--- src/rtl/pru_cmd_pkg.sv ---
// Shared definitions for the PRU command word protocol: field positions,
// the host-side command record, encoder FSM states and word packing helpers.
package pru_cmd_pkg;

  // Word 1 field positions
  localparam int ROW_LSB   = 0;
  localparam int COL_LSB   = 9;
  localparam int COLOR_LSB = 19;
  localparam int SHAPE_LSB = 21;
  localparam int IMM_BIT   = 22;  // shape[1]: word 2 carries a bitmap address

  // Word 2 (shape form) field positions
  localparam int HEIGHT_LSB = 0;
  localparam int WIDTH_LSB  = 9;
  localparam int SUB_BIT    = 19;
  localparam int CLOAD_BIT  = 20;

  typedef struct packed {
    logic [8:0]  row;
    logic [9:0]  col;
    logic [1:0]  color;
    logic [1:0]  shape;
    logic [9:0]  width;
    logic [8:0]  height_radius;
    logic        subtract;
    logic        color_load;
    logic [31:0] bitmap_address;
  } pru_cmd_t;

  typedef enum logic [1:0] {
    IDLE  = 2'd0,
    SEND1 = 2'd1,
    SEND2 = 2'd2
  } enc_state_t;

  function automatic logic [31:0] pack_word1(input pru_cmd_t c);
    logic [31:0] w;
    w = '0;
    w[ROW_LSB   +: 9]  = c.row;
    w[COL_LSB   +: 10] = c.col;
    w[COLOR_LSB +: 2]  = c.color;
    w[SHAPE_LSB +: 2]  = c.shape;
    return w;
  endfunction

  function automatic logic [31:0] pack_word2(input pru_cmd_t c);
    logic [31:0] w;
    w = '0;
    if (c.shape[IMM_BIT - SHAPE_LSB]) begin
      w = c.bitmap_address;
    end else begin
      w[HEIGHT_LSB +: 9]  = c.height_radius;
      w[WIDTH_LSB  +: 10] = c.width;
      w[SUB_BIT]          = c.subtract;
      w[CLOAD_BIT]        = c.color_load;
    end
    return w;
  endfunction

endpackage

--- src/rtl/pru_cmd_fifo.sv ---
// Small synchronous FIFO of complete commands between the producer port and
// the serializer. DEPTH must be a power of two so the pointers wrap freely.
module pru_cmd_fifo
  import pru_cmd_pkg::*;
#(
  parameter int DEPTH = 4
) (
  input  logic     clk,
  input  logic     rst,
  input  logic     push,
  input  pru_cmd_t wr_data,
  input  logic     pop,
  output pru_cmd_t rd_data,
  output logic     full,
  output logic     empty
);

  localparam int AW = $clog2(DEPTH);
  localparam logic [AW:0] FULL_COUNT = (AW + 1)'(DEPTH);

  pru_cmd_t        mem [DEPTH];
  logic [AW-1:0]   wr_ptr;
  logic [AW-1:0]   rd_ptr;
  logic [AW:0]     count;
  logic            do_push;
  logic            do_pop;

  assign do_push = push && !full;
  assign do_pop  = pop && !empty;
  assign full    = (count == FULL_COUNT);
  assign empty   = (count == '0);
  assign rd_data = mem[rd_ptr];

  // Storage array write.
  // NOTE: the storage has no reset; entries are only read after being written, and count guards that.
  always_ff @(posedge clk) begin
    if (do_push) mem[wr_ptr] <= wr_data;
  end

  // Pointer and occupancy tracking; reset flushes the FIFO.
  always_ff @(posedge clk or posedge rst) begin
    if (rst) begin
      wr_ptr <= '0;
      rd_ptr <= '0;
      count  <= '0;
    end else begin
      if (do_push) wr_ptr <= wr_ptr + 1'b1;
      if (do_pop)  rd_ptr <= rd_ptr + 1'b1;
      case ({do_push, do_pop})
        2'b10:   count <= count + 1'b1;
        2'b01:   count <= count - 1'b1;
        default: count <= count;
      endcase
    end
  end

endmodule

--- src/rtl/pru_cmd_encoder.sv ---
// Host-side transmitter: buffers draw commands and serializes each one into
// the two-word write/data/ack sequence the PRU preprocessor consumes.
module pru_cmd_encoder
  import pru_cmd_pkg::*;
#(
  parameter int FIFO_DEPTH  = 4,
  parameter int ACK_TIMEOUT = 1024
) (
  input  logic        clk,
  input  logic        rst,
  input  logic        cmd_valid,
  output logic        cmd_ready,
  input  logic [8:0]  cmd_row,
  input  logic [9:0]  cmd_col,
  input  logic [1:0]  cmd_color,
  input  logic [1:0]  cmd_shape,
  input  logic [9:0]  cmd_width,
  input  logic [8:0]  cmd_height_radius,
  input  logic        cmd_subtract,
  input  logic        cmd_color_load,
  input  logic [31:0] cmd_bitmap_address,
  output logic        write,
  output logic [31:0] data,
  input  logic        ack,
  output logic        busy,
  output logic        cmd_done,
  output logic        timeout_err,
  input  logic        err_clr
);

  localparam int CNT_W = $clog2(ACK_TIMEOUT) + 1;
  localparam logic [CNT_W-1:0] CNT_LAST = CNT_W'(ACK_TIMEOUT - 1);

  enc_state_t       state;
  pru_cmd_t         in_cmd;
  pru_cmd_t         head_cmd;
  pru_cmd_t         hold_cmd;
  logic             fifo_full;
  logic             fifo_empty;
  logic             push;
  logic             pop;
  logic             accept;
  logic [CNT_W-1:0] stall_cnt;

  assign in_cmd = '{row:            cmd_row,
                    col:            cmd_col,
                    color:          cmd_color,
                    shape:          cmd_shape,
                    width:          cmd_width,
                    height_radius:  cmd_height_radius,
                    subtract:       cmd_subtract,
                    color_load:     cmd_color_load,
                    bitmap_address: cmd_bitmap_address};

  // NOTE: ready comes from the registered FIFO occupancy only, so a producer never sees it combinationally follow a pop.
  assign cmd_ready = !fifo_full;
  assign push      = cmd_valid && cmd_ready;
  // ack is only meaningful while a word is offered; gating with write keeps a floating ack out.
  assign accept    = write && ack;
  assign pop       = !fifo_empty && ((state == IDLE) || (state == SEND2 && accept));
  assign busy      = !fifo_empty || (state != IDLE);

  pru_cmd_fifo #(
    .DEPTH (FIFO_DEPTH)
  ) u_fifo (
    .clk     (clk),
    .rst     (rst),
    .push    (push),
    .wr_data (in_cmd),
    .pop     (pop),
    .rd_data (head_cmd),
    .full    (fifo_full),
    .empty   (fifo_empty)
  );

  // Serializer FSM: all handshake outputs are registered so data/write never follow ack combinationally.
  // NOTE: non-blocking assignments throughout so every branch sees the pre-edge state.
  always_ff @(posedge clk or posedge rst) begin
    if (rst) begin
      state    <= IDLE;
      write    <= 1'b0;
      data     <= '0;
      cmd_done <= 1'b0;
      hold_cmd <= '0;
    end else begin
      cmd_done <= 1'b0;
      case (state)
        IDLE: begin
          if (!fifo_empty) begin
            hold_cmd <= head_cmd;
            data     <= pack_word1(head_cmd);
            write    <= 1'b1;
            state    <= SEND1;
          end
        end
        SEND1: begin
          if (accept) begin
            data  <= pack_word2(hold_cmd);
            state <= SEND2;
          end
        end
        SEND2: begin
          if (accept) begin
            cmd_done <= 1'b1;
            if (!fifo_empty) begin
              hold_cmd <= head_cmd;
              data     <= pack_word1(head_cmd);
              state    <= SEND1;
            end else begin
              write <= 1'b0;
              data  <= '0;
              state <= IDLE;
            end
          end
        end
        default: begin
          write <= 1'b0;
          data  <= '0;
          state <= IDLE;
        end
      endcase
    end
  end

  // Handshake watchdog: counts unacknowledged cycles and latches a sticky error; set beats clear.
  always_ff @(posedge clk or posedge rst) begin
    if (rst) begin
      stall_cnt   <= '0;
      timeout_err <= 1'b0;
    end else begin
      if (accept) begin
        stall_cnt <= '0;
      end else if (write && stall_cnt != CNT_LAST) begin
        stall_cnt <= stall_cnt + 1'b1;
      end

      if (write && !ack && stall_cnt == CNT_LAST) begin
        timeout_err <= 1'b1;
      end else if (err_clr) begin
        timeout_err <= 1'b0;
      end
    end
  end

endmodule

--- config.mk ---
export PLATFORM = sky130hd
export DESIGN_NAME = pru_cmd_encoder
export DESIGN_NICKNAME = d
export VERILOG_FILES = /design/src/rtl/pru_cmd_pkg.sv /design/src/rtl/pru_cmd_fifo.sv /design/src/rtl/pru_cmd_encoder.sv
export SDC_FILE = /design/constraint.sdc
export NUM_CORES = 1
export LEC_CHECK = 0
export CORE_ASPECT_RATIO = 1.4
export CORE_MARGIN = 1.5
export CORE_UTILIZATION = 60
export CTS_CLUSTER_DIAMETER = 30
export DETAILED_ROUTE_END_ITERATION = 10
export PLACE_DENSITY = 0.81
export SETUP_SLACK_MARGIN = 0.05
export SYNTH_ARGS = -nofsm -noshare
export SYNTH_HDL_FRONTEND = slang
export SYNTH_SLANG_ARGS = --single-unit
--- constraint.sdc ---
create_clock -name clk -period 5.2 [get_ports clk]
set_clock_uncertainty 0.1 [all_clocks]
set_input_delay 0.78 -clock clk [delete_from_list [all_inputs] [get_ports clk]]
set_output_delay 0.78 -clock clk [all_outputs]
set_load 0.03 [all_outputs]
==> summary.txt <==
Place
  • Placed Cells: ~1200
  • Post-detail-place hpwl: 16.9 mm
  • Port Buffers: between 100 and 150
  • RePlAce Congestion: ~0.80

Synthesis
  • Synth warnings: 0
  • Post-synth cell types: slightly above 50
  • Sequential-to-total area share from yosys stat: around three quarters
  • Avg Inst Size Synth: just under 20 um2
  • Top cell type's share of synthesized area: a little under three fifths
  • EDFF count, synth: just over 300
  • Net Count, Synth: 896
  • Synthesized flop and latch total: about 410
  • Area leader, netlist: edfxtp_1
  • Post-Syn Area: ~16000 um2
  • Leading post-synthesis cells by cell area: edfxtp_1, dfrtp_1, mux4_2, mux2_2, a21oi_1
  • Synth Flop Type: edfxtp_1
  • Post-Syn Instances: between 800 and 900
  • Fraction of registers with async set or reset after synthesis: roughly a quarter

Floorplan
  • I/O pin count: 118
  • Die Y-Extent: 196 um
  • Cell row count: 70
  • Core area: around 26000 um2
  • Horiz. Die Dim: ~140 um
  • Initial Utilization: around three fifths
  • Die footprint: roughly 27000 um2

Hold path
  • HP Start: hold_cmd[23]
  • Endpoint, Worst Hold: data[23]
  • Worst min path class: reg -> reg
  • Worst hold stages: 1

Power and ir drop
  • Maximum vdd drop: 359 uV
  • Leakage power: 6.88 nW
  • Switching Power: 3.82 mW
  • P_int: 8.71 mW
  • Pwr Total: 12.5 mW
  • Combinational power share: around 28%
  • Sequential share of power: 40.9%
  • Clk pwr share: a little under a third
  • Pwr per Cell Area: roughly 650 nW/um2
  • Switching portion of total power: a little under a third

Route
  • TritonRoute pass-1 iters: 5
  • Via density: ~6
  • Avg WL per Cell: ~23 um
  • Total Routed Length: between 30 and 40 mm
  • DRT iter0 DRCs: just under 600
  • Vias: 8018
  • ANT nets after route: 0
  • Number of remaining DRC errors: 0

Cells and area
  • Nets: 1041
  • Layout cell share with drive strength beyond 1: 24.9%
  • Post-Route Utilization: approximately three quarters
  • FILL cells: 1508
  • Synthesis-to-layout area growth: 21.6%
  • Post-route insts no fill: about 1300

CTS
  • Clk sinks: 413
  • Max Root-Sink Buffers: 3
  • Clk_lat worst skew: 570 ps
  • CTS H-tree depth: 2
  • CTS tree: built
  • Post-CTS Setup Bufs: 0
  • Reg clk slew, reported paths: around 60 ps
  • Root buffer cell: clkbuf_16
  • Post-cts hold buffer count: 0
  • TritonCTS Buffers: between 50 and 60
  • Resized Gates After CTS: 0

Outcome
  • Status: completed

Worst setup path
  • CP delay by family, top: buffers and inverters
  • CP Class: reg -> out
  • Critical path cell sequence: nor3_4 > nand2_1 > clkdlybuf4s50_1
  • Crit-path max cell delay: 630 ps
  • Reg2reg path depth: 4
  • Setup crit end kind: output pin
  • WP buf/inv: 1
  • RR Endpoint: data[17]
  • Crit path launch type: flop
  • Worst EP required: 4320 ps
  • Crit path max fanout: 6
  • Reg2Reg Setup Slack: about 2600 ps
  • Levels on crit path: 3
  • R2R Path Start: u_fifo.rd_ptr[0]
  • Crit path max-delay cell type: clkdlybuf4s50_1
  • WP data arrival: 2180 ps

Timing
  • Final period utilization: 58.8%
  • Fmax achieved: 327 MHz
  • Setup_tns: 0 ps
  • Final Hold Viols: 0
  • Slew Limit Fails: 0
  • Final setup violation count: 0
  • Slew headroom: 32.4%
  • Final critical-path required period: approximately 3100 ps
  • Tightest Pin Transition: between 1000 and 1500 ps
  • RSZ-0062 raised after global routing: no

Flow run
  • Total of max-cap violations: 0

Global routing
  • GRT Residual Overflow: 0
  • Tot GR Track Use: between 20% and 30%
  • Pin count of the biggest net entering global routing: 59
  • Initial antenna violation count: 2
  • Number of global-route vias before repair: 8660
  • First-pass GRT wire length: 48.0 mm
-- routing by layer --
layer,track usage (%),vias up,wire length (um)
met5,0,-,0
met2,41.1,260,16500
met3,4.17,58,1590
met4,10.1,0,1020
met1,28.8,4185,11900
li1,-,3515,-
-- registers in the layout, summed over array words and instances (netlist names), 2 cells and up --
signal         cells
hold_cmd          54
u_fifo.rd_ptr      2
state              2
u_fifo.mem       304
stall_cnt         11
u_fifo.wr_ptr      2
u_fifo.count       3
data              32
-- placed cells by master, fill, tap and decap left out, types with 6 or more instances in the layout --
master,instances
a21oi_1,52
a22o_1,9
buf_4,10
bufinv_16,8
clkbuf_1,6
clkbuf_16,58
clkdlybuf4s50_1,117
clkinv_2,6
clkinvlp_4,8
dfrtp_1,106
edfxtp_1,304
ha_1,6
inv_1,7
inv_6,11
mux2_1,6
mux2_2,40
mux2_4,10
mux2i_1,22
mux4_2,76
nand2_1,9
nor2_1,49
o21ai_0,10
or3_1,6
-- cell usage after synthesis (2+ instances only) --
cell,instances
edfxtp_1,304
mux2i_1,22
nand3_1,2
dfrtp_1,109
buf_4,2
mux2_4,10
clkbuf_1,10
a22o_1,9
or4_1,2
nor2_1,49
xnor2_1,5
or3_1,6
nand2_1,9
mux2_1,6
nand3b_1,2
mux4_2,76
buf_2,18
a32oi_1,2
ha_1,6
buf_6,10
mux2_2,40
and2_1,3
o21ai_0,10
inv_1,8
and3_1,6
a21oi_1,53
o31ai_1,3
xor2_1,3
-- power groups by stage --
stage	Clock (mW)	Sequential (mW)	Combinational, mW
after floorplan	0	5.05	2.57
after global placement	0	5.13	3.35
after detailed placement	0	5.17	3.42
after CTS	4.02	5.14	3.48
after global routing	4.15	5.22	3.68
final	3.96	5.12	3.44
-- cell families after synthesis --
family | count (synthesis) | synth area share (%)
buf+inv | 49 | 1.89
fa+ha+maj | 7 | 0.598
xor+xnor | 8 | 0.441
flops | 413 | 74.6
compound gates | 90 | 3.56
simple gates | 87 | 2.59
mux | 154 | 16.4
-- metrics by stage --
stage,hold WS (ps),area (um2),setup WS [ps]
finish,392,19300,2140
global route,406,19300,2050
CTS,392,19300,2110
detailed placement,377,17300,1940
global placement,368,17300,1990
floorplan,357,15900,1450
-- area by class of cell --
cell class,instances,area (um2),area share (%)
flip-flops and latches,413,11900,61.4
multi-input cells,346,3770,19.5
clock buffers,67,1520,7.84
repair buffers,128,1270,6.55
clock inverters,39,482,2.49
well taps,324,405,2.10
inverters,8,32.5,0.168
diodes,2,5.00,0.0259
-- how the worst max path moves through the flow --
stage / startpoint / slack, ps / to
after floorplan: rst / 1450 / cmd_done
after global placement: ack / 1990 / hold_cmd[15]
after detailed placement: ack / 1940 / hold_cmd[14]
after CTS: u_fifo.count[2] / 2110 / busy
after global routing: u_fifo.count[2] / 2050 / busy
final: u_fifo.count[1] / 2140 / busy
No activity file was read; power rests on OpenSTA's default activity.
